File: config.mk
export PLATFORM = sky130hd
export DESIGN_NAME = fifo_rd_packer
export DESIGN_NICKNAME = d
export VERILOG_FILES = /design/src/rtl/fifo_pkg.sv /design/src/rtl/pack_out_reg.sv /design/src/rtl/fifo_rd_packer.sv
export SDC_FILE = /design/constraint.sdc
export NUM_CORES = 1
export LEC_CHECK = 0
export BUFFER_PORTS_ARGS = -buffer_cell sky130_fd_sc_hd__buf_2
export CAP_MARGIN = 20
export CORE_ASPECT_RATIO = 1.1
export CORE_MARGIN = 2
export CORE_UTILIZATION = 29
export DETAILED_ROUTE_END_ITERATION = 7
export SLEW_MARGIN = 10
export SYNTH_ARGS = -nofsm -noshare
export SYNTH_HDL_FRONTEND = slang
export SYNTH_HIERARCHICAL = 1
export SYNTH_SLANG_ARGS = --single-unit
File: constraint.sdc
create_clock -name clk -period 2.1 [get_ports clk]
set_input_delay 0.105 -clock clk [delete_from_list [all_inputs] [get_ports clk]]
set_output_delay 0.105 -clock clk [all_outputs]
set_load 0.05 [all_outputs]
File: src/rtl/fifo_pkg.sv
// Shared FIFO read-side types: default widths and the packer FSM state encoding.
package fifo_pkg;

    localparam int FIFO_DATA_W = 8;
    localparam int PACK_N_DEF  = 4;

    typedef enum logic [0:0] {
        ST_FILL = 1'b0,
        ST_HOLD = 1'b1
    } pack_state_e;

endpackage

File: src/rtl/pack_out_reg.sv
// Valid/ready output register for packed words; holds data and lane count stable under backpressure.
module pack_out_reg
    import fifo_pkg::*;
#(
    parameter int OUT_W = 32,
    parameter int CNT_W = 3
) (
    input  logic             clk,
    input  logic             rstn,
    input  logic             i_load,
    input  logic [OUT_W-1:0] i_data,
    input  logic [CNT_W-1:0] i_cnt,
    input  logic             i_ready,
    output logic             o_valid,
    output logic [OUT_W-1:0] o_data,
    output logic [CNT_W-1:0] o_cnt,
    output logic             o_slot_free
);

    logic             r_valid;
    logic [OUT_W-1:0] r_data;
    logic [CNT_W-1:0] r_cnt;

    always_ff @(posedge clk or negedge rstn) begin
        if (!rstn) begin
            r_valid <= 1'b0;
            r_data  <= '0;
            r_cnt   <= '0;
        end else if (i_load) begin
            r_valid <= 1'b1;
            r_data  <= i_data;
            r_cnt   <= i_cnt;
        end else if (i_ready) begin
            r_valid <= 1'b0;
        end
    end

    assign o_valid     = r_valid;
    assign o_data      = r_data;
    assign o_cnt       = r_cnt;
    assign o_slot_free = !r_valid || i_ready;

endmodule

File: src/rtl/fifo_rd_packer.sv
// Drains the FIFO read port and packs PACK_N words into one output word, lane 0 in the LSBs.
// Optional PACK_FLUSH_EN adds a flush input that emits a partially filled word.
module fifo_rd_packer
    import fifo_pkg::*;
#(
    parameter  int DATA_W = FIFO_DATA_W,
    parameter  int PACK_N = PACK_N_DEF,
    localparam int OUT_W  = DATA_W * PACK_N,
    localparam int CNT_W  = $clog2(PACK_N + 1)
) (
    input  logic              clk,
    input  logic              rstn,
    output logic              fifo_rden,
    input  logic [DATA_W-1:0] fifo_rddata,
    input  logic              fifo_empty,
    output logic              m_valid,
    input  logic              m_ready,
    output logic [OUT_W-1:0]  m_data,
    output logic [CNT_W-1:0]  m_cnt
`ifdef PACK_FLUSH_EN
    ,
    input  logic              flush
`endif
);

    localparam logic [CNT_W-1:0] FULL_CNT  = CNT_W'(PACK_N);
    localparam logic [CNT_W-1:0] LAST_LANE = CNT_W'(PACK_N - 1);
    localparam logic [CNT_W:0]   FULL_SUM  = (CNT_W + 1)'(PACK_N);

    pack_state_e      r_state;
    logic [OUT_W-1:0] r_acc;
    logic [CNT_W-1:0] r_cnt;
    logic             r_pend;

    logic [OUT_W-1:0] w_acc_upd;
    logic [OUT_W-1:0] w_ld_data;
    logic [CNT_W-1:0] w_ld_cnt;
    logic [CNT_W:0]   w_inflight;
    logic             w_slot_free;
    logic             w_complete;
    logic             w_ld;
    logic             w_flush_act;
    logic             w_flush_emit;

    assign w_inflight = {1'b0, r_cnt} + {{CNT_W{1'b0}}, r_pend};
    assign w_complete = (r_state == ST_FILL) && r_pend && (r_cnt == LAST_LANE);

`ifdef PACK_FLUSH_EN
    logic r_flush;

    // A flush stays armed until the partial word leaves or the word completes on its own.
    assign w_flush_act  = (r_state == ST_FILL) && (r_flush || (flush && (w_inflight != '0)));
    assign w_flush_emit = w_flush_act && !r_pend && (r_cnt != '0) && w_slot_free;

    always_ff @(posedge clk or negedge rstn) begin
        if (!rstn) r_flush <= 1'b0;
        else       r_flush <= w_flush_act && !w_complete && !w_flush_emit;
    end
`else
    assign w_flush_act  = 1'b0;
    assign w_flush_emit = 1'b0;
`endif

    // A read may run one lane ahead of the output slot: it becomes lane 0 of the next word.
    assign fifo_rden = rstn && (r_state == ST_FILL) && !fifo_empty && !w_flush_act &&
                       ((w_inflight < FULL_SUM) ||
                        ((w_inflight == FULL_SUM) && r_pend && w_slot_free));

    always_comb begin
        w_acc_upd = r_acc;
        for (int i = 0; i < PACK_N; i++) begin
            if (r_pend && (r_cnt == CNT_W'(i))) w_acc_upd[i*DATA_W +: DATA_W] = fifo_rddata;
        end
    end

    always_comb begin
        w_ld      = 1'b0;
        w_ld_data = r_acc;
        w_ld_cnt  = FULL_CNT;
        if (r_state == ST_HOLD) begin
            w_ld = w_slot_free;
        end else if (w_complete) begin
            w_ld      = w_slot_free;
            w_ld_data = w_acc_upd;
        end else if (w_flush_emit) begin
            w_ld     = 1'b1;
            w_ld_cnt = r_cnt;
        end
    end

    always_ff @(posedge clk or negedge rstn) begin
        if (!rstn) begin
            r_state <= ST_FILL;
            r_acc   <= '0;
            r_cnt   <= '0;
            r_pend  <= 1'b0;
        end else begin
            r_pend <= fifo_rden;
            if (r_state == ST_HOLD) begin
                if (w_slot_free) begin
                    r_acc   <= '0;
                    r_cnt   <= '0;
                    r_state <= ST_FILL;
                end
            end else if (w_complete) begin
                if (w_slot_free) begin
                    r_acc <= '0;
                    r_cnt <= '0;
                end else begin
                    r_acc   <= w_acc_upd;
                    r_cnt   <= FULL_CNT;
                    r_state <= ST_HOLD;
                end
            end else if (w_flush_emit) begin
                r_acc <= '0;
                r_cnt <= '0;
            end else if (r_pend) begin
                r_acc <= w_acc_upd;
                r_cnt <= r_cnt + 1'b1;
            end
        end
    end

    pack_out_reg #(
        .OUT_W (OUT_W),
        .CNT_W (CNT_W)
    ) u_out (
        .clk         (clk),
        .rstn        (rstn),
        .i_load      (w_ld),
        .i_data      (w_ld_data),
        .i_cnt       (w_ld_cnt),
        .i_ready     (m_ready),
        .o_valid     (m_valid),
        .o_data      (m_data),
        .o_cnt       (m_cnt),
        .o_slot_free (w_slot_free)
    );

endmodule

==> results.md <==
- Int Pwr: 2.337 mW
- Top FF cell, synth: dfrtp_1
- P_sw: 0.7326 mW
- Share of layout cells above drive strength 1: 51.52%
- Hold_buf cts: 0
- DRT iter0 DRCs: 126
- Slew @ Worst Pin: 0.9326 ns
- Area growth syn-to-layout: 23.97%
- Max transition margin: 37.83%
- HPWL Detailed: 5.276 mm
- CP Capture Type: flip-flop
- Top post-synthesis cells by area: dfrtp_1 50%, mux2_4 13%, mux2_2 11%
- Max VDD drop: 0.4001 mV
- Status: finished clean
- DR pass1 iterations: 4
- Syn Inst Count: 258
- First-pass GRT wire length: 13.02 mm
- Pleak: 2.221 nW
- Final hold viol count: 0
- Max-cap viol count: 0
- Post-synth cell types: 36
- # rows: 43
- ANT nets after route: 0
- Fin nets: 343
- Core ar.: 12,480 um^2
- Final Cycle Share: 96.53%
- Cell accounting for the most synthesized area: dfrtp_1
- Most frequent cell after synthesis: dfrtp_1
- Chip height: 122.0 um
- FF-to-FF path depth: 8
- TNS Setup: 0 ns
- DRC Markers: 0
- CTS buffer count: 9
- Pin count of the biggest net entering global routing: 74
- Logic pwr share: 8.0%
- Die area: 13,570 um^2
- Total GRT Usage: 12.19%
- CTS Buffer Depth: 2
- Initial Util: 29.40%
- Post-layout min period: 2.027 ns
- PD cells: 674.8 nW/um^2
- Post-synth ARST share: 100.0%
- I/O pin count: 49
- Launch point of the worst reg-to-reg path: r_cnt[0]$_DFFE_PN0P_
- Final Slew Violations: 0
- Port Buf Inserts: 48
- Vias in the first global route: 2,428
- Most instantiated cells after synthesis: 73 x dfrtp_1, 35 x mux2_2, 32 x mux2_4
- Clock-pin slew on the worst setup and hold paths: 0.05 ns
- Post-synthesis cell area: 3670 um^2
- Switching part of the total: 23.86%
- Clock skew: 0.005740 ns
- # diodes: 0
- Synth top area share: 49.78%
- Root buf cell: clkbuf_16
- Average vias per placed instance: 4.773
- GPL Wtd Cong: 0.8019
- Total grt overflow: 0
- CP startpoint kind: flip-flop
- Die width: 111.3 um
- Clk sinks: 73
- DR vias: 2,315
- Avg Synthesized Cell Area: 14.22 um^2
- Synthesized flop and latch total: 73
- Initial antenna violation count: 0
- Reg power frac: 47.5%
- Critical path class: flip-flop to flip-flop
- Avg WL per Cell: 16.60 um
- Clock share of power: 44.4%
- Htree depth: 3
- CP Data Required Time: 2.31 ns
- CTS tree: yes
- Post-synth EDFFs: 0
- DP Cell Count: 464
- CP max FO: 8
- Critical Path Source: r_cnt[0]$_DFFE_PN0P_
- F_max: 493.3 MHz
- Yosys warns: 6
- Final WL: 8.049 mm
- Worst-Skew Late Latency: 0.32 ns
- Non-filler instance count after layout: 485
- Worst path arrival time: 2.23 ns
- Register area share after synthesis: 49.78%
- Setup violators final: 0
- Unrepaired setup endpoints after global routing: no
- Hold/Removal Path Class: input pin to async pin
## layer usage
layer | up-vias | global-route usage, % | share of wire, % | routed length, um
met5 | - | 0 | 0 | 0
met2 | 57 | 19.70 | 47 | 3802
li1 | 1083 | - | - | -
met1 | 1170 | 15.97 | 47 | 3753
met3 | 5 | 3.831 | 5.3 | 426
met4 | 0 | 3.241 | 0.83 | 67
## cells by family (layout without fill, tap and decap cells)
kind of cell,after synthesis,count (layout),synth area share (%)
other,2,3,0.2046
buffers and inverters,18,87,4.228
muxes,67,67,23.83
and+or+nand+nor,42,42,9.205
AOI/OAI and AO/OA,49,49,10.36
DFF,73,73,49.78
adders and majority gates,7,7,2.387
## worst max-delay path, stage by stage, from the launching register on
cell and delay (ns):
dfrtp_1 0.36, buf_4 0.11, ha_2 0.19, ha_4 0.15
nand3b_1 0.14, buf_12 0.18, nor2_8 0.19, mux2_4 0.33
mux2_4 0.25
## registers in the layout, summed over array words and instances, names as in the netlist
name and count:
r_pend 1, u_out/o_data 32, u_out/o_valid 1, r_state 1, u_out/o_cnt 3, r_acc 32, r_cnt 3
## power by group through the flow
stage,clock network (mW),logic (mW),registers (mW)
after floorplan,0,0.0508,1.58
after global placement,0,0.242,1.48
after detailed placement,0,0.245,1.48
after CTS,1.40,0.246,1.46
after global routing,1.47,0.263,1.46
final,1.36,0.246,1.46
## cell type report
cell class / instances / area, um^2
clock buffer: 12 / 246.5
clock inverter: 3 / 17.52
fill: 1205 / 7933
inverter: 4 / 15.01
multi-input combinational: 168 / 1802
sequential: 73 / 1827
tap: 157 / 196.4
timing repair buffer: 68 / 445.4
## placed cells by master (no fill, tap or decap), types with 2 or more instances in the layout
master	netlist	layout
dfrtp_1	73	73
buf_2	1	46
mux2_4	32	40
mux2_2	35	27
a22o_1	24	24
buf_4	4	17
nand2b_1	14	13
a21oi_1	10	10
clkbuf_16	0	10
a221oi_1	8	8
inv_1	4	4
nand2_1	4	4
nor3_4	3	3
ha_1	7	3
ha_4	0	3
conb_1	2	3
nand3b_1	2	2
and4bb_4	2	2
nand2_4	2	2
nor2_1	3	2
and2_1	2	2
o22ai_1	2	2
clkbuf_1	3	2
clkinv_2	0	2
buf_6	3	2
buf_12	3	2
## metrics by stage
stage / cell area, um^2 / hold slack [ns] / util (%) / setup WS (ns) / power, mW
6_report: 4549 / 0.03246 / 36.45 / 0.07289 / 3.070
5_1_grt: 4549 / 0.1200 / 36.45 / 0.002082 / 3.192
4_1_cts: 4459 / 0.07919 / 35.73 / 0.01135 / 3.108
3_5_place_dp: 4128 / 0.4222 / 33.07 / 0.1038 / 1.730
3_3_place_gp: 4128 / 0.4113 / 33.07 / 0.1796 / 1.726
2_1_floorplan: 3691 / -0.1906 / - / 0.08585 / 1.628
## worst paths after layout
kind,end,slack (ns)
worst max-delay path,u_out/o_data[7]$_DFFE_PN0P_,0.07
worst min-delay path,u_out/o_data[20]$_DFFE_PN0P_,0.03
worst max register to register,u_out/o_data[7]$_DFFE_PN0P_,0.07
worst min register to register,r_acc[23]$_DFFE_PN0P_,0.50
max in group asynchronous,r_acc[24]$_DFFE_PN0P_,1.47
min in group clk,r_acc[16]$_DFFE_PN0P_,0.16
## what timing repair did
action	CTS	global route
endpoints found under the setup margin	1	22
cloned	0	1
resized for setup	8	13
pin swaps	3	3
buffers inserted	3	2
No activity file was read; power rests on OpenSTA's default activity.
